$ cat src/rtl/snoop_bus_ctrl_pkg.sv
`default_nettype none
// ---------------------------------------------------------------------------
// | Module   : snoop_bus_ctrl_pkg                                           |
// | Brief    : Shared types for the two-core snoop bus controller           |
// | Revision : 1.0 - initial release                                        |
// ---------------------------------------------------------------------------
package snoop_bus_ctrl_pkg;

  localparam int NUM_CORES = 2;

  typedef enum logic [1:0] {
    BUS_NONE = 2'd0,
    BUS_RD   = 2'd1,
    BUS_RDX  = 2'd2,
    BUS_UPGR = 2'd3
  } bus_op_t;

  typedef enum logic [2:0] {
    IDLE      = 3'd0,
    SNOOP     = 3'd1,
    SNOOP_RSP = 3'd2,
    MEM_RD    = 3'd3,
    DONE      = 3'd4
  } snoop_state_t;

  // Map a core's request lines to a bus operation; write miss dominates,
  // then upgrade, then plain read miss.
  function automatic bus_op_t decode_op(input logic wr, input logic inv, input logic rd);
    bus_op_t op;
    op = BUS_NONE;
    if (wr) begin
      op = BUS_RDX;
    end else if (inv) begin
      op = BUS_UPGR;
    end else if (rd) begin
      op = BUS_RD;
    end
    return op;
  endfunction

endpackage
`default_nettype wire

$ cat src/rtl/snoop_bus_ctrl_rr_arb2.sv
`default_nettype none
// ---------------------------------------------------------------------------
// | Module   : rr_arb2                                                      |
// | Brief    : Two-requester round-robin arbiter, purely combinational      |
// | Revision : 1.0 - initial release                                        |
// ---------------------------------------------------------------------------
module rr_arb2
  import snoop_bus_ctrl_pkg::*;
(
  input  logic [NUM_CORES-1:0] req,
  input  logic                 rr_last,
  output logic [NUM_CORES-1:0] gnt
);

  // A lone requester wins outright; on a tie the core that did not win last goes.
  always_comb begin
    gnt = req;
    if (req == 2'b11) begin
      gnt = rr_last ? 2'b01 : 2'b10;
    end
  end

endmodule
`default_nettype wire

$ cat src/rtl/snoop_bus_ctrl.sv
`default_nettype none
// ---------------------------------------------------------------------------
// | Module   : snoop_bus_ctrl                                               |
// | Brief    : Shared snoop bus controller: arbitrates the two cores,       |
// |            snoops the other cache, falls back to unified memory         |
// | Revision : 1.0 - initial release                                        |
// ---------------------------------------------------------------------------
module snoop_bus_ctrl
  import snoop_bus_ctrl_pkg::*;
#(
  parameter int MEM_TIMEOUT = 64
) (
  input  logic        clk,
  input  logic        rst,
  input  logic [1:0]  req_rd_miss,
  input  logic [1:0]  req_wr_miss,
  input  logic [1:0]  req_inv,
  input  logic [12:0] req_addr0,
  input  logic [12:0] req_addr1,
  input  logic [1:0]  snp_found,
  input  logic [15:0] snp_data0,
  input  logic [15:0] snp_data1,
  input  logic        u_rdy,
  input  logic [15:0] u_rd_data,
  output logic [1:0]  grant,
  output logic [1:0]  cpu_search,
  output logic [10:0] BOCI,
  output logic [1:0]  boci_word,
  output logic [1:0]  bus_op,
  output logic        u_re,
  output logic [12:0] u_addr,
  output logic [15:0] resp_data,
  output logic        bus_err,
  output logic        busy
);

  localparam int                c_cnt_w    = (MEM_TIMEOUT > 1) ? $clog2(MEM_TIMEOUT) : 1;
  localparam logic [c_cnt_w-1:0] c_cnt_last = c_cnt_w'(MEM_TIMEOUT - 1);

  snoop_state_t         r_state, w_next_state;
  logic                 r_id;
  bus_op_t              r_op;
  logic [12:0]          r_addr;
  logic [15:0]          r_resp;
  logic                 r_err;
  logic [c_cnt_w-1:0]   r_cnt;
  logic                 r_rr_last;

  logic [1:0]           w_req_any;
  logic [1:0]           w_gnt;
  logic                 w_win;
  logic                 w_found_other;
  logic [15:0]          w_other_data;
  logic                 w_timeout;

  assign w_req_any     = req_wr_miss | req_inv | req_rd_miss;
  assign w_win         = w_gnt[1];
  // The snoop target is always the core that did not issue the request.
  assign w_found_other = r_id ? snp_found[0] : snp_found[1];
  assign w_other_data  = r_id ? snp_data0 : snp_data1;
  assign w_timeout     = (r_cnt == c_cnt_last) && !u_rdy;
  assign resp_data     = r_resp;

  rr_arb2 u_arb (
    .req     (w_req_any),
    .rr_last (r_rr_last),
    .gnt     (w_gnt)
  );

  // State register.
  always_ff @(posedge clk) begin
    if (rst) begin
      r_state <= IDLE;
    end else begin
      r_state <= w_next_state;
    end
  end

  // Next-state decode and bus/memory output drive.
  always_comb begin
    w_next_state = r_state;
    grant        = 2'b00;
    cpu_search   = 2'b00;
    BOCI         = 11'd0;
    boci_word    = 2'b00;
    bus_op       = BUS_NONE;
    u_re         = 1'b0;
    u_addr       = 13'd0;
    bus_err      = 1'b0;
    busy         = (r_state != IDLE);
    if (r_state != IDLE) begin
      BOCI      = r_addr[12:2];
      boci_word = r_addr[1:0];
      bus_op    = r_op;
    end
    case (r_state)
      IDLE: begin
        if (|w_req_any) begin
          w_next_state = SNOOP;
        end
      end
      SNOOP: begin
        cpu_search   = r_id ? 2'b01 : 2'b10;
        w_next_state = SNOOP_RSP;
      end
      SNOOP_RSP: begin
        if ((r_op == BUS_UPGR) || w_found_other) begin
          w_next_state = DONE;
        end else begin
          w_next_state = MEM_RD;
        end
      end
      MEM_RD: begin
        u_re   = 1'b1;
        u_addr = r_addr;
        if (u_rdy || w_timeout) begin
          w_next_state = DONE;
        end
      end
      DONE: begin
        grant        = r_id ? 2'b10 : 2'b01;
        bus_err      = r_err;
        w_next_state = IDLE;
      end
      default: w_next_state = IDLE;
    endcase
  end

  // Transaction latches, response capture, timeout counter and fairness pointer.
  always_ff @(posedge clk) begin
    if (rst) begin
      r_id      <= 1'b0;
      r_op      <= BUS_NONE;
      r_addr    <= 13'd0;
      r_resp    <= 16'd0;
      r_err     <= 1'b0;
      r_cnt     <= '0;
      r_rr_last <= 1'b1;
    end else begin
      case (r_state)
        IDLE: begin
          if (|w_req_any) begin
            r_id   <= w_win;
            r_op   <= decode_op(req_wr_miss[w_win], req_inv[w_win], req_rd_miss[w_win]);
            r_addr <= w_win ? req_addr1 : req_addr0;
            r_err  <= 1'b0;
            r_cnt  <= '0;
          end
        end
        SNOOP_RSP: begin
          if (r_op == BUS_UPGR) begin
            r_resp <= 16'd0;
          end else if (w_found_other) begin
            r_resp <= w_other_data;
          end
        end
        MEM_RD: begin
          if (u_rdy) begin
            r_resp <= u_rd_data;
          end else if (r_cnt == c_cnt_last) begin
            r_resp <= 16'd0;
            r_err  <= 1'b1;
          end else begin
            r_cnt <= r_cnt + 1'b1;
          end
        end
        DONE: begin
          r_rr_last <= r_id;
          r_cnt     <= '0;
          r_err     <= 1'b0;
        end
        default: ;
      endcase
    end
  end

endmodule
`default_nettype wire

$ cat config.mk
export PLATFORM = sky130hd
export DESIGN_NAME = snoop_bus_ctrl
export DESIGN_NICKNAME = d
export VERILOG_FILES = /design/src/rtl/snoop_bus_ctrl_pkg.sv /design/src/rtl/snoop_bus_ctrl_rr_arb2.sv /design/src/rtl/snoop_bus_ctrl.sv
export SDC_FILE = /design/constraint.sdc
export NUM_CORES = 1
export LEC_CHECK = 0
export CELL_PAD_IN_SITES_DETAIL_PLACEMENT = 1
export CELL_PAD_IN_SITES_GLOBAL_PLACEMENT = 2
export CORE_MARGIN = 5
export CORE_UTILIZATION = 23
export CTS_CLUSTER_DIAMETER = 60
export DETAILED_ROUTE_END_ITERATION = 12
export PLACE_DENSITY = 0.95
export SYNTH_ARGS = -nofsm -noshare
export SYNTH_HDL_FRONTEND = slang
export SYNTH_SLANG_ARGS = --single-unit
$ cat constraint.sdc
create_clock -name clk -period 4.7 [get_ports clk]
set_input_delay 0.47 -clock clk [delete_from_list [all_inputs] [get_ports clk]]
set_output_delay 0.47 -clock clk [all_outputs]
set_load 0.01 [all_outputs]
Yosys cells after proc, flatten, opt, wreduce, memory -nomap -nowiden
Index checks and enable logic that the tools add are counted.

cells by class
  $add $sub $neg = 1
  $lt $le $gt $ge = 1
  bitwise operators = 2
  eq/ne operators = 14
  reductions and logical operators = 14
  multiplexer cells = 41

operator list
  operator                                        number
  2-to-1 mux 16 bit                               5
  one-hot mux 16 bit (2 select lines)             1
  2-to-1 mux 13 bit                               2
  2-to-1 mux 2 bit                                10
  2-to-1 mux 6 bit                                3
  one-hot mux 6 bit (3 select lines)              1
  2-to-1 mux 1 bit                                13
  one-hot mux 3 bit (4 select lines)              1
  2-to-1 mux 11 bit                               1
  inequality test 2 bit (second input constant)   5
  2-to-1 mux 3 bit                                3
  AND reduction 4 bit                             2
  adder 6 x 1 -> 6 bit (second input constant)    1
  == test 3 x 2 -> 1 bit (second input constant)  2
  == test 6 bit (second input constant)           1
  inequality test 3 bit (second input constant)   2
  nonzero test 3 bit                              2
  == test 2 bit (second input constant)           2
  OR 2 bit                                        2
  AND reduction 2 bit                             2
  == test 3 x 1 -> 1 bit (second input constant)  1
  == test 3 bit (second input constant)           1
  zero test 3 bit                                 1
  one-hot mux 1 bit (3 select lines)              1
  other kinds (7)                                 8

storage, ports and cells
  bits in registers = 43
  input bits = 85
  output and inout bits = 51

Longest topological paths before layout
Gate-level depths: netlist of the first run.

  word-level depth = 9
  gate-level depth with buffers = 7
  depth with buffers taken out = 5

Hierarchy
A second synthesis of the first run with hierarchy kept.

unflattened totals
  cell total of the unflattened synthesis = 284
  area, all modules = 2506.2 µm²

by module, submodules not included
  module          cells each  area an instance (µm²)  times used  sequential area each (µm²)
  snoop_bus_ctrl  281         2487.4                  1           860.8
  rr_arb2         3           18.8                    1           0.0

Least setup slack after synthesis of the first run
OpenSTA, ideal clock, no wires.

  path kind = input to register
  start point = input req_inv[1]
  end point = register r_op[1]
  cell stages on the path = 4
  setup time = 0.119 ns
  arrival = 1.724 ns
  slack = 2.857 ns
  cell sequence = nor3_1 > nand2b_1 > mux2_2 > o221a_2

on the way
  longest elaborated chain between the ends = 8
  elaborated cells between the ends (all ways) = 12
  classes of those cells = eq/ne: 1; mux: 7; bitwise: 2; reduce/logical: 2

RTL lines
  what                                                  line                          text
  from (decl)                                           snoop_bus_ctrl.sv:17          input logic [1:0] req_inv,
  OR 2 bit (2 in series)                                snoop_bus_ctrl.sv:56          assign w_req_any = req_wr_miss | req_inv | req_rd_miss;
  == test 2 bit                                         snoop_bus_ctrl_rr_arb2.sv:18  if (req == 2'b11) begin
  2-to-1 mux 2 bit                                      snoop_bus_ctrl_rr_arb2.sv:18
  2-to-1 mux 1 bit (implied by the code) (2 in series)  snoop_bus_ctrl.sv:144         r_op <= decode_op(req_wr_miss[w_win], req_inv[w_win], req_rd_miss[w_win]);
  2-to-1 mux 2 bit                                      snoop_bus_ctrl_pkg.sv:33      end else if (inv) begin
  2-to-1 mux 2 bit                                      snoop_bus_ctrl_pkg.sv:31      if (wr) begin
  to (signal assigned)                                  snoop_bus_ctrl.sv:144
  to (decl)                                             snoop_bus_ctrl.sv:42          bus_op_t r_op;

Parallel ways exist; a longest one is shown, timed or not. The select of a mux whose other input is x is not followed.
A chain may end at the register's enable or synchronous reset.

Worst setup path after layout of the first run
  start point = register r_state[0]
  end point = output u_addr[5]

on the way
  longest elaborated chain between the ends = 2

RTL lines
  what                    line                  text
  from (decl)             snoop_bus_ctrl.sv:40  snoop_state_t r_state, w_next_state;
  from (signal assigned)  snoop_bus_ctrl.sv:75  r_state <= w_next_state;
  == test 3 x 2 -> 1 bit  snoop_bus_ctrl.sv:96  case (r_state)
  2-to-1 mux 13 bit       snoop_bus_ctrl.sv:96
  to (decl)               snoop_bus_ctrl.sv:31  output logic [12:0] u_addr,

No other way between the ends.

==> run metrics, run 1 <==
Tmin final=3.08 ns; Worst Path Required=4.23 ns; Cell variety after synth=46; Yosys Warn Count=0; Routed Antenna Nets=0; slew margin rel.=between 15 and 20%; Seq/Total Area, Yosys=34.4%; Via density=4.98; leakage=about 1.4 nW; Gate Count Post-Synth=roughly 300; post-cts sizing count=0; drt drc=0; initial antenna violation count=0; clk slew on worst S/H paths=roughly 0.08 ns; Reg-to-Reg End=resp_data[9]; Die H=~110 um; Yosys top cell by area=dfxtp_1; Critical Path End=u_addr[5]; setup ws final=1.62 ns; vias in the first global route=2897; post-DR wirelength/cell=16.6 um; Crit Path Category=flop to output port; Critical Path, Cell by Cell=and3b_1 -> and2_1 -> clkdlybuf4s50_1; clock latency on the worst-skew pair=0.29 ns; HP Class=flop to flop; IO Pins=136; crit-path max FO=32; syn_area_per_cell=about 8.5 sq um; Reg2Reg Launch Point=r_id; final setup vio count=0; DIE WIDTH=114 um; Max-Cap Viols=0; CTS sink cnt=43; grt ovf=0; slowest CP cell=and3b_1; #FFs+latches synth=43; synth top area cells=dfxtp_1 34%, mux2_2 7.6%, and2_1 7.2%, a32oi_1 5.6%, a211oi_1 5.4%; worst reg-to-reg setup slack=between 1.5 and 2 ns; htree depth=2; Hold-fix buffers, CTS=0; top_reg_cell synth=dfxtp_1; Worst Setup SP=r_state[0]; drt initial violations=93; R2R depth=4; Worst VDD drop=0.122 mV; Root Buffer=clkbuf_8; max-slew violation count=0; number of synthesized flops with an enable pin=0; Max Freq=around 0.32 GHz; starting density of the core=23.3%; Post-Syn Area=2500 sq um; Post-Synthesis Net Count=381; count leader, synth=dfxtp_1; period utilisation layout=65.5%; post-CTS setup buffers=0; number of CTS-inserted buffers=5; Fin. Hold Viols=0; CTS tree=yes; # rows=38; RSZ-0062 raised after global routing=no; critical path data arrival time=2.61 ns; layout net count=500; startpoint types=flop; share of post-route cells with drive strength above 1=7.95%; total track usage=13.9%; Yosys top cell area share=34.4%; status=finished, final reports clean; Max Root-Sink Buffers=2; Core Footprint=10700 sq um; Placement Setup Slack=approximately 1.8 ns; DIE AREA=13100 sq um; fillcell total=1283; worst-margin pin slew=1.25 ns; drt first pass iters=6; worst-case clock skew=0.00591 ns; number of diodes=0; final WL=about 9000 um; Area Overhead vs Synth=61.6%; RePlAce Congestion=0.752; first-pass GRT wire length=~15000 um; Post-synth top cells=43 x dfxtp_1, 31 x nand2_1, 29 x and2_1; ys async rst share=0%; largest net degree at the start of global routing=40; DP HPWL=between 7000 and 8000 um; Vias=between 2000 and 3000; slowest stage delay, CP=1.00 ns; TNS Setup=0 ns; PD cells=291 nW/um^2; CP Capture Type=output port; port bufs=135
worst max-delay path: cells and delay by family, from the launching register on:
kind	cells	cell delay (ns)
and+or+nand+nor	2	1.25
DFF	1	0.49
buffers and inverters	1	0.57
state kept, by name (all words and copies together), names as in the netlist:
register   count
r_cnt          6
r_err          1
resp_data     16
r_addr        13
r_rr_last      1
r_state        3
r_id           1
r_op           2
metal layers:
metal,global-route usage (%),share of wire [%]
met3,4.28,7.0
met1,16.2,41
met4,4.20,2.2
met2,24.2,49
met5,0,0
stage by stage:
| stage | std cells | hold WS, ns | power [W] | instance area, sq um | utilization [%] |
|---|---|---|---|---|---|
| finish | 555 | 0.509 | 0.00118 | 4040 | 37.6 |
| global route | 555 | 0.545 | 0.00126 | 4040 | 37.6 |
| CTS | 555 | 0.514 | 0.00120 | 4040 | 37.6 |
| detailed placement | 547 | 0.500 | 0.000853 | 3910 | 36.4 |
| global placement | 547 | 0.472 | 0.000840 | 3910 | 36.4 |
| floorplan | 295 | 0.429 | 0.000657 | 2500 | - |
cell families (layout without fill, tap and decap cells):
kind of cell | after synthesis | after routing | share of synthesized area [%]
and+or+nand+nor | 112 | 112 | 23.6
AOI/OAI and AO/OA | 90 | 90 | 26.4
DFF | 43 | 43 | 34.4
buffers and inverters | 26 | 146 | 5.10
muxes | 23 | 23 | 10.0
adders and majority gates | 1 | 1 | 0.500
where the power goes:
group          internal, W  switching [W]  total (W)
Sequential        0.000407      0.0000377   0.000445
Clock             0.000212       0.000125   0.000338
Combinational     0.000211       0.000185   0.000395
final cells by class:
type	instances	area [sq um]	share of cell area, %
tap	140	175	4.33
clock buffer	6	72.6	1.79
timing repair buffer	136	1350	33.5
inverter	2	7.51	0.186
sequential	43	861	21.3
multi-input combinational	226	1510	37.4
clock inverter	2	60.1	1.49
worst min path at each step:
stage,cells past startpoint,to,slack [ns],startpoint
global route,2,r_cnt[4],0.55,r_cnt[4]
detailed placement,2,r_op[0],0.50,r_op[0]
CTS,2,r_cnt[4],0.51,r_cnt[4]
floorplan,2,r_err,0.43,r_err
global placement,2,r_err,0.47,r_err
finish,2,r_cnt[1],0.51,r_cnt[1]
layout by cell type (no fill, tap or decap), types with 4 or more instances in the layout:
cell type,n
clkdlybuf4s50_1,134
dfxtp_1,43
nand2_1,31
and2_1,29
a21oi_1,27
nor2_1,19
a211oi_1,18
mux2_2,17
a32oi_1,16
a311oi_1,13
nand3_1,10
mux2i_1,6
clkbuf_8,5
and3_1,4
nand3b_1,4
(Power assumes the default switching activity.)
==> inputs of run 2 (changes only) <==
--- a/config.mk
+++ b/config.mk
@@ -8,10 +8,10 @@
 export CELL_PAD_IN_SITES_DETAIL_PLACEMENT = 1
 export CELL_PAD_IN_SITES_GLOBAL_PLACEMENT = 2
 export CORE_MARGIN = 5
-export CORE_UTILIZATION = 23
+export CORE_UTILIZATION = 19
 export CTS_CLUSTER_DIAMETER = 60
 export DETAILED_ROUTE_END_ITERATION = 12
-export PLACE_DENSITY = 0.95
+export PLACE_DENSITY = 0.85
 export SYNTH_ARGS = -nofsm -noshare
 export SYNTH_HDL_FRONTEND = slang
 export SYNTH_SLANG_ARGS = --single-unit
==> constraint.sdc (replaced) <==
create_clock -name clk -period 2.5 [get_ports clk]
set_input_delay 0.25 -clock clk [delete_from_list [all_inputs] [get_ports clk]]
set_output_delay 0.25 -clock clk [all_outputs]
set_load 0.01 [all_outputs]
==> run metrics, run 2 (synthesis gave the netlist of run 1 again) <==
status=finished, final reports clean; Reg2Reg Launch Point=r_cnt[0]; most frequent cells in the layout=134 x clkdlybuf4s50_1, 43 x dfxtp_1, 31 x nand2_1; sequential share of power=between 30% and 40%; Worst VDD drop=approximately 0.21 mV; slew margin rel.=~33%; Die H=roughly 120 um; max-slew violation count=0; post-CTS setup buffers=0; layout net count=roughly 510; leakage=approximately 1.5 nW; vias in the first global route=2996; IO Pins=136; drt first pass iters=4; period utilisation layout=94.0%; Crit Path Category=flop to output port; hold path depth=2; Logic pwr share=33.4%; leading cell type in the layout, fill and taps excluded=clkdlybuf4s50_1; first-pass GRT wire length=16200 um; DP HPWL=7730 um; Core Footprint=between 10000 and 15000 sq um; port bufs=135; number of diodes=0; Max Freq=0.426 GHz; HP Class=input pin to flop; number of CTS-inserted buffers=5; Root Buffer=clkbuf_16; CTS sink cnt=43; share of post-route cells with drive strength above 1=11.0%; Area Overhead vs Synth=69.2%; drt initial violations=94; R2R depth=5; worst reg-to-reg setup slack=0.26 ns; worst-case clock skew=0.00373 ns; # rows=42; RePlAce Congestion=~0.8; fillcell total=between 1500 and 2000; drt drc=0; worst hold endpoint=r_op[0]; clk slew on worst S/H paths=0.06 ns; Max-Cap Viols=0; Hold Startpoint=rst; largest net degree at the start of global routing=25; number of flip-flops in the largest register=16; worst-margin pin slew=1.00 ns; RSZ-0062 raised after global routing=no; post-DR wirelength/cell=16.5 um; Routed Antenna Nets=0; startpoint types=flop; CP Capture Type=output port; crit-path max FO=15; Sw Ratio=30.0%; DIE WIDTH=125 um; total track usage=between 10% and 20%; Reg-to-Reg End=resp_data[1]; Via density=4.59; final WL=9930 um; htree depth=2; final hold slack=0.421 ns; sw power=0.000716 W; Max Root-Sink Buffers=2; final setup vio count=0; PD cells=564 nW/um^2; CTS tree=yes; TNS Setup=0 ns; Fin. Hold Viols=0; clock latency on the worst-skew pair=0.29 ns; Worst Path Required=2.25 ns; critical path data arrival time=2.10 ns; initial antenna violation count=0; Tmin final=~2.3 ns; Vias=2767; starting density of the core=19.1%; Clock power frac=31.8%; grt ovf=0; internal power=around 0.0017 W; DIE AREA=between 15000 and 20000 sq um
[run 2: cell count changes in the layout (fill, tap and decap cells not counted), sizes merged]
cell	previous run	this run
bufinv	2	1
clkbuf	6	5
buf	2	14
clkinv	1	3
[run 2: metal layers]
layer / share of wire, % / GRT usage [%]
met5: 0 / 0
met4: 1.2 / 3.35
met3: 5.5 / 3.22
met2: 53 / 23.5
met1: 40 / 13.9
[run 2: critical path, stage by stage (launching register included)]
cell and delay [ns]:
dfxtp_1 0.51, and3b_1 0.54, and2_1 0.20, clkdlybuf4s50_1 0.56
[run 2: timing repair]
item                                    CTS  global route
hold buffers                              0             0
endpoints found under the setup margin    2             0
gates resized for setup                   1             0
[run 2: power by group through the flow]
stage | clock [W] | sequential [W] | combinational [W]
after floorplan | 0 | 0.000835 | 0.000400
after global placement | 0 | 0.000842 | 0.000786
after detailed placement | 0 | 0.000846 | 0.000805
after CTS | 0.000782 | 0.000832 | 0.000812
after global routing | 0.000806 | 0.000844 | 0.000872
final | 0.000759 | 0.000830 | 0.000797
[run 2: per-stage QoR]
stage / util (%) / setup WS (ns) / area [sq um] / total power (W) / cells
finish: 32.3 / 0.150 / 4230 / 0.00239 / 603
CTS: 32.3 / 0.110 / 4230 / 0.00243 / 603
floorplan: - / 0.850 / 2500 / 0.00124 / 295
global placement: 31.0 / 0.328 / 4060 / 0.00163 / 595
detailed placement: 31.0 / 0.308 / 4060 / 0.00165 / 595
global route: 32.3 / 0.0228 / 4230 / 0.00252 / 603
[run 2: how the worst max path moves through the flow]
stage / start / to / slack (ns) / cells past startpoint
after floorplan: r_cnt[0] / resp_data[10] / 0.85 / 6
after global placement: r_state[2] / bus_op[0] / 0.33 / 3
after detailed placement: r_state[2] / bus_op[0] / 0.31 / 3
after CTS: r_state[1] / u_addr[5] / 0.11 / 3
after global routing: r_state[1] / u_addr[8] / 0.02 / 3
final: r_state[1] / u_addr[5] / 0.15 / 3
[run 2: area by class of cell]
| class | count | area [sq um] | share of cell area [%] |
|---|---|---|---|
| Clock buffer | 5 | 125 | 2.96 |
| Multi-Input combinational cell | 226 | 1520 | 35.9 |
| Sequential cell | 43 | 861 | 20.3 |
| Timing Repair Buffer | 148 | 1460 | 34.4 |
| Inverter | 2 | 7.51 | 0.177 |
| Clock inverter | 3 | 43.8 | 1.03 |
| Tap cell | 176 | 220 | 5.20 |
==> inputs of run 3 (changes only) <==
--- a/config.mk
+++ b/config.mk
@@ -7,6 +7,7 @@
 export LEC_CHECK = 0
 export CELL_PAD_IN_SITES_DETAIL_PLACEMENT = 1
 export CELL_PAD_IN_SITES_GLOBAL_PLACEMENT = 2
+export CORE_ASPECT_RATIO = 1.75
 export CORE_MARGIN = 5
 export CORE_UTILIZATION = 19
 export CTS_CLUSTER_DIAMETER = 60
==> run metrics, run 3 (synthesis gave the netlist of run 1 again) <==
status=finished, final reports clean; Max Freq=between 0.4 and 0.5 GHz; Worst Path Required=2.25 ns; Root Buffer=clkbuf_16; initial antenna violation count=0; final setup vio count=0; clk slew on worst S/H paths=0.06 ns; total track usage=13.2%; R2R depth=5; vias in the first global route=3215; slew margin rel.=roughly 30%; startpoint types=flop; drt drc=0; post-DR wirelength/cell=17.5 um; RSZ-0062 raised after global routing=no; non-filler cells, final=598; slowest CP cell=or3_4; CTS tree=yes; htree depth=2; port bufs=~140; # rows=55; final hold slack=0.472 ns; Worst Setup SP=r_state[2]; drt first pass iters=4; Max Root-Sink Buffers=2; leakage=1.47 nW; leading cell type in the layout, fill and taps excluded=clkdlybuf4s50_1; PD cells=566 nW/um^2; Reg2Reg Launch Point=r_cnt[0]; Area Overhead vs Synth=68.4%; Core Footprint=12900 sq um; Via density=4.69; most frequent cells in the layout=134 x clkdlybuf4s50_1, 43 x dfxtp_1, 31 x nand2_1; worst reg-to-reg setup slack=0.33 ns; Vias=2805; number of flip-flops in the largest register=16; worst-case clock skew=0.00574 ns; DP HPWL=approximately 8000 um; number of CTS-inserted buffers=5; slowest stage delay, CP=0.55 ns; Fin. Hold Viols=0; Cell Count Post-Placement=590; clock latency on the worst-skew pair=0.29 ns; first-pass GRT wire length=16900 um; crit-path max FO=19; layout net count=approximately 500; period utilisation layout=88.6%; Hold-fix buffers, CTS=0; Critical Path End=bus_op[1]; post-CTS setup buffers=0; drt initial violations=102; starting density of the core=19.3%; Worst path depth=3; final WL=roughly 10000 um; IO Pins=136; Bufs and invs on worst path=1; DIE WIDTH=a little under 100 um; max-slew violation count=0; DIE AREA=roughly 16000 sq um; TNS Setup=0 ns; Crit Path Category=flop to output port; CTS sink cnt=43; worst-margin pin slew=1.05 ns; Routed Antenna Nets=0; Die H=162 um; HP Class=flop to flop; grt ovf=0; post-cts sizing count=1; share of post-route cells with drive strength above 1=11.2%; Tmin final=2.22 ns; largest net degree at the start of global routing=29; Worst VDD drop=approximately 0.25 mV; fillcell total=1558; CP top delay family=simple AND/OR/NAND/NOR gates; number of diodes=0; Hold Startpoint=r_err; Critical Path, Cell by Cell=or3_4 -> and2_1 -> clkdlybuf4s50_1; Max-Cap Viols=0; RePlAce Congestion=0.819; Reg-to-Reg End=resp_data[8]; CP Capture Type=output port; critical path data arrival time=1.97 ns; Pwr Total=roughly 0.0024 W
[run 3: cell types whose count changed in the layout (fill, tap and decap cells not counted), sizes merged]
cell and delta:
buf -1, clkbuf +1
[run 3: layout make-up]
class	instances	area [sq um]	share of cell area [%]
clock buffer	5	125	2.97
multi-input combinational	226	1520	36.1
sequential	43	861	20.4
clock inverter	3	43.8	1.04
tap	171	214	5.08
timing repair buffer	148	1440	34.3
inverter	2	7.51	0.178
[run 3: worst reg2reg max path: stages, from the launching register on]
cell and delay (ns):
dfxtp_1 0.38, ha_1 0.24, nand2_1 0.13, o21a_1 0.21
nor3_2 0.85, a211oi_1 0.19
[run 3: power breakdown]
part           total (W)  internal [W]  switching [W]  leakage [nW]
logic           0.000795      0.000422       0.000373          1.03
clock network   0.000756      0.000471       0.000284        0.0838
registers       0.000833      0.000767      0.0000663         0.353
[run 3: metrics by stage]
step	worst slack (ns)	cell area (sq um)	utilization (%)
CTS	0.0199	4210	32.6
global placement	0.287	4040	31.2
floorplan	0.850	2500	-
finish	0.284	4220	32.6
detailed placement	0.224	4040	31.2
global route	0.131	4220	32.6
[run 3: metal layers]
metal | track usage (%) | vias to the layer above | routed length, um
met1 | 13.6 | 1336 | 4110
li1 | - | 1356 | -
met3 | 3.48 | 14 | 527
met5 | 0 | - | 0
met2 | 25.2 | 99 | 5590
met4 | 4.54 | 0 | 223
[run 3: how the worst min path moves through the flow]
stage                            to  slack (ns)  cells past startpoint
after global placement        r_err        0.46                      2
after detailed placement      r_err        0.46                      2
after global routing          r_err        0.51                      2
after floorplan           r_addr[0]        0.41                      2
after CTS                     r_err        0.47                      2
final                         r_err        0.47                      2
